===== config.mk =====
export PLATFORM = sky130hd
export DESIGN_NAME = mc_unit_scheduler
export DESIGN_NICKNAME = d
export VERILOG_FILES = /design/src/rtl/mc_unit_scheduler.sv
export SDC_FILE = /design/constraint.sdc
export NUM_CORES = 1
export LEC_CHECK = 0
export CAP_MARGIN = 25
export CORE_ASPECT_RATIO = 1.2
export CORE_MARGIN = 4
export CORE_UTILIZATION = 41
export CTS_CLUSTER_DIAMETER = 100
export CTS_CLUSTER_SIZE = 14
export DETAILED_ROUTE_END_ITERATION = 8
export HOLD_SLACK_MARGIN = 0.05
export PLACE_DENSITY_LB_ADDON = 0.05
export SLEW_MARGIN = 20
export SYNTH_ARGS = -nofsm -noshare
export SYNTH_HDL_FRONTEND = slang
export SYNTH_SLANG_ARGS = --single-unit

===== constraint.sdc =====
create_clock -name clk -period 2.7 [get_ports clk]
set_input_delay 0.81 -clock clk [delete_from_list [all_inputs] [get_ports clk]]
set_output_delay 0.81 -clock clk [all_outputs]
set_load 0.1 [all_outputs]

===== src/rtl/mc_unit_scheduler.sv =====
// Multi-cycle unit scheduler: issues one MUL/DIV/FPU operation at a time from EX,
// stalls the front of the pipe until the result retires, and discards flushed results.
module mc_unit_scheduler #(
  parameter int unsigned CNT_W = 16
) (
  input  logic             clk,
  input  logic             reset,
  input  logic             req_valid,
  input  logic [1:0]       req_unit,
  input  logic [5:0]       req_rd,
  input  logic             clear,
  input  logic             mul_busy,
  input  logic             mul_ready,
  input  logic             div_busy,
  input  logic             div_ready,
  input  logic             fpu_busy,
  input  logic             fpu_ready,
  input  logic [31:0]      mul_out,
  input  logic [31:0]      div_out,
  input  logic [31:0]      fpu_out,
  output logic             mul_load,
  output logic             div_load,
  output logic             fpu_load,
  output logic             stall,
  output logic             res_valid,
  output logic [31:0]      res_data,
  output logic [5:0]       res_rd,
  output logic [CNT_W-1:0] busy_cycles
);

  typedef enum logic [1:0] {IDLE, WAIT, DONE, DRAIN} state_t;

  state_t      state, state_nxt;
  logic [1:0]  unit_q;
  logic [5:0]  rd_q;
  logic        issue, start;
  logic        sel_busy, sel_ready;
  logic        lat_ready;
  logic [31:0] lat_out;

  assign issue = (state == IDLE) && req_valid && (req_unit != 2'd0) && !clear;

  // Status of the requested unit (IDLE decisions) and of the latched unit (WAIT/DRAIN).
  always_comb begin
    sel_busy  = 1'b0;
    sel_ready = 1'b0;
    case (req_unit)
      2'd1:    begin sel_busy = mul_busy; sel_ready = mul_ready; end
      2'd2:    begin sel_busy = div_busy; sel_ready = div_ready; end
      2'd3:    begin sel_busy = fpu_busy; sel_ready = fpu_ready; end
      default: ;
    endcase
    lat_ready = 1'b0;
    lat_out   = '0;
    case (unit_q)
      2'd1:    begin lat_ready = mul_ready; lat_out = mul_out; end
      2'd2:    begin lat_ready = div_ready; lat_out = div_out; end
      2'd3:    begin lat_ready = fpu_ready; lat_out = fpu_out; end
      default: ;
    endcase
  end

  always_comb begin
    state_nxt = state;
    start     = 1'b0;
    stall     = 1'b0;
    res_valid = 1'b0;
    case (state)
      IDLE: begin
        if (issue) begin
          stall = 1'b1;
          if (!sel_busy && !sel_ready) begin
            start     = 1'b1;
            state_nxt = WAIT;
          end
        end
      end
      WAIT: begin
        stall = 1'b1;
        if (clear)          state_nxt = lat_ready ? IDLE : DRAIN;
        else if (lat_ready) state_nxt = DONE;
      end
      DONE: begin
        res_valid = !clear;
        state_nxt = IDLE;
      end
      DRAIN: begin
        stall = req_valid && (req_unit != 2'd0) && !clear;
        if (lat_ready) state_nxt = IDLE;
      end
      default: state_nxt = IDLE;
    endcase
    // Outputs are combinational, so gate them so reset forces them low immediately.
    if (reset) begin
      start     = 1'b0;
      stall     = 1'b0;
      res_valid = 1'b0;
    end
  end

  assign mul_load = start && (req_unit == 2'd1);
  assign div_load = start && (req_unit == 2'd2);
  assign fpu_load = start && (req_unit == 2'd3);

  always_ff @(posedge clk or posedge reset) begin
    if (reset) begin
      state       <= IDLE;
      unit_q      <= '0;
      rd_q        <= '0;
      res_data    <= '0;
      res_rd      <= '0;
      busy_cycles <= '0;
    end else begin
      state <= state_nxt;
      if (start) begin
        unit_q <= req_unit;
        rd_q   <= req_rd;
      end
      if (state == WAIT && lat_ready && !clear) begin
        res_data <= lat_out;
        res_rd   <= rd_q;
      end
      if ((state == WAIT || state == DRAIN) && busy_cycles != '1)
        busy_cycles <= busy_cycles + CNT_W'(1);
    end
  end

endmodule

==> results by stage, run 1 <==
Run status:
- The run finished, with violations left.
- The final reports fail on negative setup slack.

STA:
- On the final layout, the worst clock skew is 0.009081 ns.
- The post-route fraction of the period consumed by the critical path is 101.3%.
- The shortest period the worst path allows is around 2.7 ns.
- The setup slack of the critical path after layout is -0.03576 ns.
- The hold violation count in the final report is 0.
- At the pin with the least slew margin, the transition time is 0.5488 ns.
- The total negative setup slack is -0.07715 ns.
- The count of final max-slew check failures is 0.
- Hold is met by ~0.5 ns.
- Timing would allow up to 365.5 MHz.
- The total of endpoints with negative setup slack in the final report is 3.
- Setup repair after global routing could not meet its margin everywhere.
- The worst pin sits at a relative slew slack of a little over three fifths.

Synth:
- The most common flop cell mapped by yosys is sky130_fd_sc_hd__dfrtp_1.
- The number of warnings printed during yosys synthesis is 0.
- The share of synthesized area occupied by flip-flops and latches is between 40 and 50%.
- Counting every net in the synthesized netlist gives 395.
- Sorting the synthesized cells by area gives the leading types as sky130_fd_sc_hd__dfrtp_1 45%, sky130_fd_sc_hd__mux2_2 17%, sky130_fd_sc_hd__mux2_4 8.9%, sky130_fd_sc_hd__a22o_1 6.2%, sky130_fd_sc_hd__xnor2_1 2.5%.
- The synthesis-stage register bit count is 64.
- Counting flops with a built-in enable in the synthesized netlist gives 0.
- The fraction of synthesized cell area taken by the top area cell type is between 40% and 50%.
- The synthesized netlist contains 43 unique library cells.
- The per-instance average area after synthesis is between 10 and 15 µm².
- The dominant cell type by area after synthesis is sky130_fd_sc_hd__dfrtp_1.
- The summed instance area of the synthesized netlist is between 0.003 and 0.004 mm².
- The gate count of the mapped netlist is 280.
- The share of flip-flops with an asynchronous set or reset is 100.0%.

Finish:
- The number of nets at the end of the flow is ~580.
- After filler insertion, the fill cell instance count of the layout stands at 702.
- Measured on the finished design, the core utilization comes to 67.95%.
- The layout cell share with drive strength beyond 1 is 41.58%.
- The finished cells cover between 0.005 and 0.006 mm².
- The multi-input combinational cells in the finished layout cover a total of about 0.0018 mm².
- The register area is 0.001602 mm².
- The post-synthesis to final-layout area growth is 58.82%.
- The library cells used most frequently in the layout, excluding fill and tap cells, are 102 x sky130_fd_sc_hd__clkdlybuf4s50_1, 71 x sky130_fd_sc_hd__buf_4, 64 x sky130_fd_sc_hd__dfrtp_1.
- The commonest non-fill, non-tap cell in the layout is sky130_fd_sc_hd__clkdlybuf4s50_1.
- The antenna diode count is 0.

CTS:
- TritonCTS built the clock tree.
- After clock tree synthesis, the flow added hold-fix buffers numbering 0.
- In this run the number of H-tree levels came out at 3.
- The number of sinks on the clock net is between 60 and 70.
- The cell chosen for the clock root is sky130_fd_sc_hd__clkbuf_8.
- The clock transition at the registers of the reported paths is 0.06 ns.
- The number of CTS-inserted buffers is 9.
- The source-to-sink clock delay at the later pin of the worst-skew pair is ~0.35 ns.
- In this run the deepest clock path goes through 2 buffers.

Global routing:
- In the global route stage, overall resource usage came out at 19.80%.
- The via count of the first global-routing pass came to around 3100.
- The pin count of the biggest net entering global routing is 59.
- The wire length of the first global-routing pass is around 16000 µm.
- Summed over all layers, the global routing overflow is 0.
- The initial antenna violation count is 0.

Setup path:
- The required time of the critical path is approximately 1.9 ns.
- The worst-path maximum fanout is 4.
- The critical path capture point type is a primary output.
- In this run the register-to-register setup slack is between 0.7 and 0.8 ns.
- The endpoint of the worst register-to-register path is busy_cycles[1].
- The worst register-to-register path begins at busy_cycles[0].
- The critical path launch point is fpu_busy.
- On the worst path, the slowest cell contributes a delay of ~0.2 ns.
- The depth of the worst register-to-register path is 5.
- Broken down by cell family, the worst path's largest delay share belongs to buffers and inverters.
- In this run the number of cells on the critical path is 7.
- The critical path start-end classification is in -> out.
- The most critical setup path has its endpoint at div_load.
- The slowest stage of the critical path is the sky130_fd_sc_hd__o211ai_1 cell.
- The worst setup path is launched from an input port.
- The signal on the critical path passes through buf_6 > o211ai_1 > o221ai_2 > nor4_2 > buf_4 > and3b_4 > buf_12.
- The endpoint arrival time on the critical path is between 1.5 and 2 ns.
- The number of buffer and inverter instances along the worst setup path is 3.

Power and ir drop:
- The maximum vdd ir drop is 0.7707 mV.
- For this design the total switching power over the nets is approximately 2.8 mW.
- The switching share of total power is between 50 and 60%.
- The part of the power in registers is around a quarter.
- The total power divided by cell area is between 1000 and 1500 mW/mm².
- For this design the static power due to leakage is 2.637 nW.
- The clock network is responsible for between 10% and 20% of the overall power.
- The proportion of power drawn by combinational gates is approximately three fifths.
- The cell internal power dissipation is around 2.8 mW.

Placement:
- The congestion estimate from routability-driven global placement came to ~0.80.
- Before CTS, the worst setup slack after placement is -0.5608 ns.
- Summed over all nets, the half-perimeter wirelength after detailed placement is between 7000 and 8000 µm.
- The standard cell area after detailed placement is 0.005404 mm².
- The number of port buffers is around 170.

Routing:
- The number of detailed-routing iterations run before antenna repair is 4.
- Once detail routing completed, the nets flagged for antenna violations numbered 0.
- After detailed routing, the number of vias per cell comes to 5.038.
- The count of vias placed by the detailed router is about 3000.
- The post-detailed-route DRC marker count is 0.
- The routed wire length per instance is between 15 and 20 µm.
- Wires add up to between 9000 and 10000 µm.
- For this block, the initial DRC count from the detailed router was 57.

Die:
- The die covers 0.01021 mm².
- The count of boundary I/O pins is between 150 and 200.
- The effective utilization at floorplan is 42.78%.
- The overall die width is 92.90 µm.
- The core region is ~0.0083 mm².
- The vertical extent of the die is 109.9 µm.
- The standard-cell row count is 36.

Min path:
- The tightest min-delay check is of the reg -> reg type.

Flow run:
- The number of max-cap violations is 0.
## power by group through the flow
stage                     combinational (mW)  sequential [mW]  clock (mW)
after global placement                  3.39             1.43           0
final                                   3.39             1.43       0.812
after floorplan                         1.10             2.92           0
after global routing                    3.56             1.47       0.881
after detailed placement                3.41             1.44           0
after CTS                               3.43             1.43       0.839
## worst reg2reg max path, stage by stage (launching register included)
cell and delay, ns:
sky130_fd_sc_hd__dfrtp_1 0.41, sky130_fd_sc_hd__ha_1 0.26, sky130_fd_sc_hd__nand4_1 0.13, sky130_fd_sc_hd__or4_1 0.55
sky130_fd_sc_hd__nand2_2 0.14, sky130_fd_sc_hd__mux2_1 0.32
## cell type report
| class | count | area share [%] |
|---|---|---|
| clock buffers | 15 | 3.488 |
| repair buffers | 193 | 32.55 |
| inverters | 3 | 0.2000 |
| clock inverters | 1 | 0.1333 |
| multi-input cells | 193 | 32.66 |
| flip-flops and latches | 64 | 28.44 |
| well taps | 114 | 2.533 |
## state kept, by name, indices dropped and copies added (netlist names)
name,cells
res_data,32
busy_cycles,16
rd_q,6
res_rd,6
state,2
unit_q,2
## repair_timing
item | 4_1_cts | 5_1_grt
gates cloned | 0 | 0
gates resized for setup | 40 | 2
setup buffers | 2 | 1
hold endpoints to repair | 0 | 0
pin swaps | 6 | 1
setup endpoints to repair | 5 | 4
## cell usage after synthesis, types with 2 or more instances
master	instances
sky130_fd_sc_hd__a22o_1	25
sky130_fd_sc_hd__and4_1	2
sky130_fd_sc_hd__nor2_1	12
sky130_fd_sc_hd__dfrtp_1	64
sky130_fd_sc_hd__nand3_1	8
sky130_fd_sc_hd__xnor2_1	10
sky130_fd_sc_hd__nor2b_1	2
sky130_fd_sc_hd__buf_4	3
sky130_fd_sc_hd__nand2_1	5
sky130_fd_sc_hd__buf_12	3
sky130_fd_sc_hd__inv_1	3
sky130_fd_sc_hd__and3_1	6
sky130_fd_sc_hd__buf_2	5
sky130_fd_sc_hd__mux2_2	52
sky130_fd_sc_hd__a21oi_1	8
sky130_fd_sc_hd__and3b_1	2
sky130_fd_sc_hd__mux2i_1	7
sky130_fd_sc_hd__o211ai_1	2
sky130_fd_sc_hd__nand4_1	6
sky130_fd_sc_hd__a31oi_1	2
sky130_fd_sc_hd__xor2_1	2
sky130_fd_sc_hd__nor3_1	3
sky130_fd_sc_hd__clkbuf_1	8
sky130_fd_sc_hd__mux2_4	21
## logic make-up after synthesis
group	count (synthesis)	share of synthesized area, %
muxes	81	27.70
and+or+nand+nor	54	9.034
adders and majority gates	2	0.6351
DFF	64	45.17
buffers and inverters	23	4.516
AOI/OAI and AO/OA	44	9.986
xor gates and xnor gates	12	2.964
## worst min path at each step
stage               startpoint         to  slack, ns  cells past startpoint
floorplan              rd_q[0]    rd_q[0]       0.48                      1
global placement       rd_q[3]  res_rd[3]       0.49                      1
detailed placement     rd_q[1]  res_rd[1]       0.49                      1
CTS                    rd_q[0]    rd_q[0]       0.51                      1
global route           rd_q[4]  res_rd[4]       0.51                      1
finish                 rd_q[0]    rd_q[0]       0.50                      1
## routing by layer
layer,routed length [µm],global-route usage [%],up-vias
met3,719,6.023,14
met2,5164,34.33,96
met5,0,0,-
li1,-,-,1409
met1,3934,23.41,1418
met4,123,6.597,0
## stage by stage
stage          power, mW  instances
2_1_floorplan      4.023        280
3_3_place_gp       4.827        564
3_5_place_dp       4.856        564
4_1_cts            5.699        582
5_1_grt            5.911        583
6_report           5.635        583
Note: power is estimated with default switching activity, not from simulation.
==> run 2, diff against run 1 <==
--- a/config.mk
+++ b/config.mk
@@ -7,7 +7,7 @@
 export LEC_CHECK = 0
 export CAP_MARGIN = 25
 export CORE_ASPECT_RATIO = 1.2
-export CORE_MARGIN = 4
+export CORE_MARGIN = 2
 export CORE_UTILIZATION = 41
 export CTS_CLUSTER_DIAMETER = 100
 export CTS_CLUSTER_SIZE = 14
==> run 2 against run 1 <==
  * The run still ends with negative setup slack left
  * Wire length is 2.2% lower
  * Setup slack worse by 0.063 ns
  * Cell count increased by 1.5%
  * Core utilization fell by 1.4 points
  * Hold slack gained 0.0015 ns
  * Critical endpoint is now mul_load
  * Largest cell class is now non-clock buffers
  * Highest routed layer unchanged
==> results by stage, run 2 (synthesis gave the netlist of run 1 again) <==
Run status:
- Result of the run: finished with violations (unchanged).
- Violated checks: negative setup slack (unchanged).

STA:
- The count of final max-slew check failures is 0 (unchanged).
- The post-route fraction of the period consumed by the critical path came to 103.7% (was 101.3%).
- The shortest period the worst path allows came to 2.799 ns (was 2.736 ns).
- The setup slack of the critical path after layout is -0.09904 ns (was -0.03576 ns).
- The actual transition at the worst max-transition pin is 0.5168 ns (was 0.5488 ns).
- The worst slew margin relative to its limit came to 65.28% (was 63.13%).
- The worst-case hold slack came to 0.5042 ns (was 0.5027 ns).
- The maximum clock skew at final layout is 0.005933 ns (was 0.009081 ns).
- The total of endpoints with negative setup slack in the final report is 3 (unchanged).
- Unrepaired setup endpoints after global routing: yes (unchanged).
- The total negative setup slack is -0.2726 ns (was -0.07715 ns).
- The hold violation count in the final report came to 0 (unchanged).
- The achievable clock frequency was 357.3 MHz (was 365.5 MHz).

Routing:
- The number of DRC markers in iteration 0 is 96 (was 57).
- The number of detailed-routing iterations run before antenna repair is 5 (was 4).
- The count of vias placed by the detailed router is 2984 (was 2937).
- The aggregate routed wire length is 9723 µm (was 9942 µm).
- The via density per instance came to 5.041 (was 5.038).
- The number of nets with antenna violations after routing is 0 (unchanged).
- The post-detailed-route DRC marker count came to 0 (unchanged).
- The routed wire length per instance came to 16.42 µm (was 17.05 µm).

Placement:
- The weighted congestion reported at the end of routability-driven placement was 0.8133 (was 0.8035).
- The detailed-placement wirelength estimate came to 7337 µm (was 7624 µm).
- The number of port buffers is 172 (unchanged).
- The number of placed cells counting well taps is 566 (was 564).
- The standard cell area after detailed placement is 0.005389 mm² (was 0.005404 mm²).

CTS:
- The worst-case clock buffer depth is 2 (unchanged).
- The clock transition at the registers of the reported paths is 0.06 ns (about the same).
- The cts-stage hold buffer count is 0 (unchanged).
- The number of CTS-inserted buffers is 9 (unchanged).
- The level count of the clock H-tree is 3 (unchanged).
- The TritonCTS clock tree is done (unchanged).
- The number of sinks on the clock net is 64 (unchanged).
- The source-to-sink clock delay at the later pin of the worst-skew pair was 0.33 ns (was 0.35 ns).
- The cell chosen for the clock root is sky130_fd_sc_hd__clkbuf_8 (unchanged).

Global routing:
- The total congestion overflow is 0 (unchanged).
- The pin count of the biggest net entering global routing is 37 (was 59).
- The fraction of met3 tracks used by global routing is 6.030% (was 6.023%).
- The global routing usage on met2 is 36.62% (was 34.33%).
- The via count of the first global-routing pass is 3107 (was 3117).
- The global-route met1 utilization is 25.71% (was 23.41%).
- The wire length of the first global-routing pass is 15370 µm (was 15690 µm).
- The busiest metal layer after global routing was met2 (unchanged).
- The initial antenna violation count is 0 (unchanged).
- The global-route usage over all layers is 21.20% (was 19.80%).

Setup path:
- The required time of the critical path is 1.89 ns (about the same).
- The endpoint of the worst register-to-register path is rd_q[0] (was busy_cycles[1]).
- The minimum setup slack among reg-to-reg paths is 0.43 ns (was 0.78 ns).
- The critical path capture point type is a primary output (unchanged).
- The worst-path maximum fanout is 3 (was 4).
- The endpoint arrival time on the critical path is 1.99 ns (was 1.93 ns).
- The critical path start-end classification was in -> out (unchanged).
- The kind of start point of the critical path is an input port (unchanged).
- The source of the worst register-to-register timing path is state[1] (was busy_cycles[0]).
- The depth of the worst register-to-register path is 13 (was 5).

Die:
- The standard-cell row count was 37 (was 36).
- The vertical extent of the die is 105.9 µm (was 109.9 µm).
- The count of boundary I/O pins is 173 (unchanged).
- The core region area is 0.008472 mm² (was 0.008288 mm²).
- The overall die width was 88.90 µm (was 92.90 µm).
- The effective utilization at floorplan came to 41.85% (was 42.78%).
- The area of the die is 0.009412 mm² (was 0.01021 mm²).

Power and ir drop:
- The total leakage power is 2.655 nW (was 2.637 nW).
- The total power draw is 5.527 mW (was 5.635 mW).
- The maximum vdd ir drop is 0.6028 mV (was 0.7707 mV).
- The total power divided by cell area is 979.6 mW/mm² (was 1001 mW/mm²).

Finish:
- The post-synthesis to final-layout area growth is 59.10% (was 58.82%).
- The antenna diode count is 0 (unchanged).
- The number of flip-flops under the largest register name came to 32 (unchanged).
- Top Registers: res_data x32, busy_cycles x16 (unchanged).
- The number of standard cells in the final layout excluding fillers was 592 (was 583).
- The post-route cell area came to 0.005642 mm² (was 0.005632 mm²).
- The number of nets at the end of the flow came to 587 (was 579).
- Commonest non-fill, non-tap cells in the layout: 102 x sky130_fd_sc_hd__clkdlybuf4s50_1, 80 x sky130_fd_sc_hd__buf_4, 63 x sky130_fd_sc_hd__dfrtp_1 (was 102 x sky130_fd_sc_hd__clkdlybuf4s50_1, 71 x sky130_fd_sc_hd__buf_4, 64 x sky130_fd_sc_hd__dfrtp_1).
- The most flop-heavy register was res_data (unchanged).
- The commonest non-fill, non-tap cell in the layout is sky130_fd_sc_hd__clkdlybuf4s50_1 (unchanged).
- The layout cell share with drive strength beyond 1 is 42.32% (was 41.58%).

Flow run:
- The number of max-cap violations was 0 (unchanged).

Min path:
- The launch instance of the worst min-delay path was rd_q[5] (was rd_q[0]).
- The type of the tightest min-delay check is reg -> reg (unchanged).
- The cell depth of the worst hold path is 1 (unchanged).
- The end point of the most critical hold path is rd_q[5] (was rd_q[0]).
## run 2: how the worst max path moves through the flow
stage / from / to / depth (start not counted)
floorplan: fpu_ready / div_load / 5
global placement: req_unit[1] / div_load / 7
detailed placement: req_unit[1] / div_load / 7
CTS: fpu_busy / div_load / 7
global route: fpu_busy / mul_load / 7
finish: fpu_busy / mul_load / 7
## run 2: cell type report
cell class              count  area (µm²)
clock buffers              13       158.9
clock inverters             1       5.005
fillers                   692        2830
inverters                   3       11.26
multi-input cells         193        1851
flip-flops and latches     64        1603
well taps                 117       146.4
repair buffers            201        1867
## run 2: timing repair
| action | CTS | global route |
|---|---|---|
| hold endpoints to repair | 0 | 0 |
| resized for setup | 38 | 4 |
| setup endpoints to repair | 5 | 12 |
| pin swaps | 6 | 1 |
| setup buffers | 13 | 1 |
## run 2: report_power, final
part / switching (mW) / leakage, nW / internal (mW) / total (mW)
Sequential: 0.209 / 0.862 / 1.23 / 1.44
Combinational: 2.27 / 1.71 / 1.12 / 3.39
Clock: 0.328 / 0.0854 / 0.372 / 0.700
Total: 2.80 / 2.65 / 2.72 / 5.53
## run 2: per-layer routing
layer | vias to the layer above | part of all wire (%)
met3 | 6 | 7.3
met1 | 1448 | 41
met5 | - | 0
met4 | 0 | 0.94
met2 | 104 | 51
li1 | 1426 | -
## run 2: worst max-delay path: stages
cell                       delay (ns)
sky130_fd_sc_hd__buf_6           0.09
sky130_fd_sc_hd__o211ai_1        0.20
sky130_fd_sc_hd__o221ai_2        0.17
sky130_fd_sc_hd__nor4_4          0.18
sky130_fd_sc_hd__buf_4           0.17
sky130_fd_sc_hd__and3b_4         0.20
sky130_fd_sc_hd__buf_12          0.17
## run 2: stage by stage
step / setup slack [ns] / utilization [%]
finish: -0.09904 / 66.59
global route: -0.1827 / 66.59
CTS: -0.1135 / 66.55
detailed placement: -0.6075 / 63.61
global placement: -0.5864 / 63.61
floorplan: -0.1290 / -
==> run 3, diff against run 2 <==
--- a/config.mk
+++ b/config.mk
@@ -5,10 +5,11 @@
 export SDC_FILE = /design/constraint.sdc
 export NUM_CORES = 1
 export LEC_CHECK = 0
-export CAP_MARGIN = 25
+export CAP_MARGIN = 10
 export CORE_ASPECT_RATIO = 1.2
 export CORE_MARGIN = 2
 export CORE_UTILIZATION = 41
+export CTS_BUF_LIST = sky130_fd_sc_hd__clkbuf_16
 export CTS_CLUSTER_DIAMETER = 100
 export CTS_CLUSTER_SIZE = 14
 export DETAILED_ROUTE_END_ITERATION = 8
==> constraint.sdc (replaced) <==
create_clock -name clk -period 2.7 [get_ports clk]
set_input_delay 0.81 -clock clk [delete_from_list [all_inputs] [get_ports clk]]
set_output_delay 0.81 -clock clk [all_outputs]
set_load 0.01 [all_outputs]
==> run 3 against run 2 <==
  * The flow now finishes without violations
  * Via count decreased by 0.50%
  * Register-to-register slack improved by 0.27 ns
  * Clock skew about the same
  * Cell count fell by 1.0%
  * Die area unchanged
  * Clock power up 76%
  * Non-clock buffer count is 8 lower
  * Critical path type unchanged
  * Critical endpoint is now div_load
  * Largest power group unchanged
==> results by stage, run 3 (synthesis gave the netlist of run 1 again) <==
Run status:
- Result of the run: finished, final reports clean (was finished with violations).

Setup path:
- The top cell family by delay on the critical path was buffers and inverters (unchanged).
- The endpoint arrival time on the critical path came to 1.85 ns (was 1.99 ns).
- The critical path start-end classification is in -> out (unchanged).
- The number of buffer and inverter instances along the worst setup path came to 3 (unchanged).
- The cell with the biggest individual delay on the critical path is sky130_fd_sc_hd__o211ai_1 (unchanged).
- The required time of the critical path is 1.89 ns (about the same).
- The critical path capture point type is a primary output (unchanged).
- The largest stage delay on the critical path is 0.19 ns (was 0.20 ns).
- The source of the worst register-to-register timing path is busy_cycles[0] (was state[1]).
- The kind of start point of the critical path is an input port (unchanged).
- The worst-path maximum fanout is 4 (was 3).
- The critical path launch point was fpu_ready (was fpu_busy).
- Critical-path cell list: buf_6 > o211ai_1 > o221ai_2 > nor4_2 > buf_4 > and3b_1 > buf_2 (was buf_6 > o211ai_1 > o221ai_2 > nor4_4 > buf_4 > and3b_4 > buf_12).

Die:
- The count of boundary I/O pins was 173 (unchanged).
- The overall die width was 88.90 µm (unchanged).
- The effective utilization at floorplan is 41.85% (unchanged).
- The area of the die is 0.009412 mm² (unchanged).
- The standard-cell row count is 37 (unchanged).
- The vertical extent of the die was 105.9 µm (unchanged).
- The core region area is 0.008472 mm² (unchanged).

STA:
- The hold violation count in the final report was 0 (unchanged).
- The shortest period the worst path allows is 2.656 ns (was 2.799 ns).
- The post-route fraction of the period consumed by the critical path was 98.39% (was 103.7%).
- The achievable clock frequency came to 376.4 MHz (was 357.3 MHz).
- The total of endpoints with negative setup slack in the final report is 0 (was 3).
- The count of final max-slew check failures is 0 (unchanged).
- Unrepaired setup endpoints after global routing: yes (unchanged).
- The worst slew margin relative to its limit is 65.09% (was 65.28%).
- The actual transition at the worst max-transition pin was 0.5196 ns (was 0.5168 ns).
- The maximum clock skew at final layout came to 0.005553 ns (was 0.005933 ns).

Finish:
- The number of fill cells in the layout is 677 (was 692).
- The number of flip-flops under the largest register name is 32 (unchanged).
- The post-route cell area came to 0.005749 mm² (was 0.005642 mm²).
- The post-synthesis to final-layout area growth is 62.14% (was 59.10%).
- The antenna diode count is 0 (unchanged).
- Top Registers: res_data x32, busy_cycles x16 (unchanged).
- The commonest non-fill, non-tap cell in the layout is sky130_fd_sc_hd__clkdlybuf4s50_1 (unchanged).
- The layout cell share with drive strength beyond 1 is 29.42% (was 42.32%).
- The number of nets at the end of the flow is 579 (was 587).
- The most flop-heavy register was res_data (unchanged).
- The number of standard cells in the final layout excluding fillers is 586 (was 592).
- Commonest non-fill, non-tap cells in the layout: 156 x sky130_fd_sc_hd__clkdlybuf4s50_1, 64 x sky130_fd_sc_hd__dfrtp_1, 52 x sky130_fd_sc_hd__mux2_2 (was 102 x sky130_fd_sc_hd__clkdlybuf4s50_1, 80 x sky130_fd_sc_hd__buf_4, 63 x sky130_fd_sc_hd__dfrtp_1).

CTS:
- The worst-case clock buffer depth is 2 (unchanged).
- The clock transition at the registers of the reported paths is 0.05 ns (was 0.06 ns).
- The level count of the clock H-tree came to 3 (unchanged).
- The cell chosen for the clock root is sky130_fd_sc_hd__clkbuf_16 (was sky130_fd_sc_hd__clkbuf_8).
- The TritonCTS clock tree is done (unchanged).
- The number of CTS-inserted buffers is 9 (unchanged).
- The source-to-sink clock delay at the later pin of the worst-skew pair is 0.33 ns (about the same).
- The number of sinks on the clock net was 64 (unchanged).

Routing:
- The aggregate routed wire length was 10080 µm (was 9723 µm).
- The count of vias placed by the detailed router came to 2969 (was 2984).
- The via density per instance came to 5.067 (was 5.041).
- The number of detailed-routing iterations run before antenna repair came to 4 (was 5).
- The post-detailed-route DRC marker count is 0 (unchanged).
- The number of DRC markers in iteration 0 is 128 (was 96).
- The routed wire length per instance is 17.21 µm (was 16.42 µm).
- The number of nets with antenna violations after routing is 0 (unchanged).

Power and ir drop:
- The maximum vdd ir drop came to 0.5102 mV (was 0.6028 mV).
- The total leakage power is 2.566 nW (was 2.655 nW).
- The total power divided by cell area is 802.0 mW/mm² (was 979.6 mW/mm²).

Global routing:
- The pin count of the biggest net entering global routing is 38 (was 37).
- The via count of the first global-routing pass is 3161 (was 3107).
- The initial antenna violation count was 0 (unchanged).
- The wire length of the first global-routing pass is 15730 µm (was 15370 µm).
- The total congestion overflow is 0 (unchanged).
- The global-route usage over all layers is 21.76% (was 21.20%).

Placement:
- The detailed-placement wirelength estimate is 7506 µm (was 7337 µm).
- The weighted congestion reported at the end of routability-driven placement is 0.8585 (was 0.8133).
- The number of port buffers was 172 (unchanged).
- The number of placed cells counting well taps is 567 (was 566).
- The standard cell area after detailed placement was 0.005415 mm² (was 0.005389 mm²).

Min path:
- The launch instance of the worst min-delay path is res_data[14] (was rd_q[5]).
- The type of the tightest min-delay check is reg -> reg (unchanged).

Flow run:
- The number of max-cap violations is 0 (unchanged).
==> run 3: cell types whose count changed in the layout (fill, tap and decap cells not counted), sizes merged <==
cell           previous run  this run
clkdlybuf4s50           102       156
clkdlybuf4s15             2         3
bufinv                    0         2
buf                      95        32
clkbuf                   13        10
dlygate4sd2               2         1
clkinv                    1         5
==> run 3: where the power goes <==
part	leakage, nW	switching [mW]	total, mW	internal [mW]
sequential	0.863	0.201	1.43	1.23
combinational	1.54	0.783	1.95	1.17
clock	0.159	0.423	1.23	0.808
total	2.57	1.41	4.61	3.20
==> run 3: layout make-up <==
cell class	instances	area, µm²	area share (%)
Inverter	3	11.26	0.1959
Clock buffer	9	225.2	3.917
Tap cell	117	146.4	2.546
Timing Repair Buffer	193	1851	32.19
Clock inverter	7	96.34	1.676
Multi-Input combinational cell	193	1818	31.62
Sequential cell	64	1602	27.86
==> run 3: metrics by stage <==
| step | power, mW | setup slack, ns | hold WS [ns] | util [%] | TNS [ns] |
|---|---|---|---|---|---|
| floorplan | 2.539 | 0.06450 | 0.4766 | - | 0 |
| finish | 4.611 | 0.04352 | 0.5019 | 67.86 | 0 |
| global placement | 3.365 | -1.035 | 0.4859 | 63.92 | -5.839 |
| CTS | 4.651 | 0.006593 | 0.5032 | 67.61 | 0 |
| global route | 4.866 | -0.06226 | 0.5148 | 67.86 | -0.1658 |
| detailed placement | 3.389 | -1.038 | 0.4909 | 63.92 | -5.853 |
==> run 3: repair_timing <==
action / 4_1_cts / 5_1_grt
gates resized for setup: 57 / 8
endpoints found under the hold margin: 0 / 0
pin swaps: 8 / 6
cloned: 0 / 0
hold buffers: 0 / 0
setup endpoints to repair: 5 / 4
buffers inserted: 2 / 1
==> run 3: final timing paths <==
path,slack [ns],cells after the start,to
max,0.04,7,div_load
min,0.50,1,res_data[14]
max reg2reg,0.70,5,busy_cycles[1]
min reg2reg,0.50,1,res_data[14]
max in group asynchronous,1.46,4,res_data[19]
min in group asynchronous,0.85,4,busy_cycles[5]
==> run 3: worst register-to-register path, delay by kind of cell (launching register included) <==
kind	cells	cell delay [ns]
and+or+nand+nor	3	0.87
muxes	1	0.33
DFF	1	0.39
adders and majority gates	1	0.29
==> run 3: per-layer routing <==
| metal | share of wire (%) | track usage (%) | vias to the layer above |
|---|---|---|---|
| met3 | 7.8 | 5.403 | 20 |
| li1 | - | - | 1412 |
| met2 | 50 | 37.15 | 111 |
| met5 | 0 | 0 | - |
| met4 | 2.4 | 9.091 | 0 |
| met1 | 40 | 25.45 | 1426 |
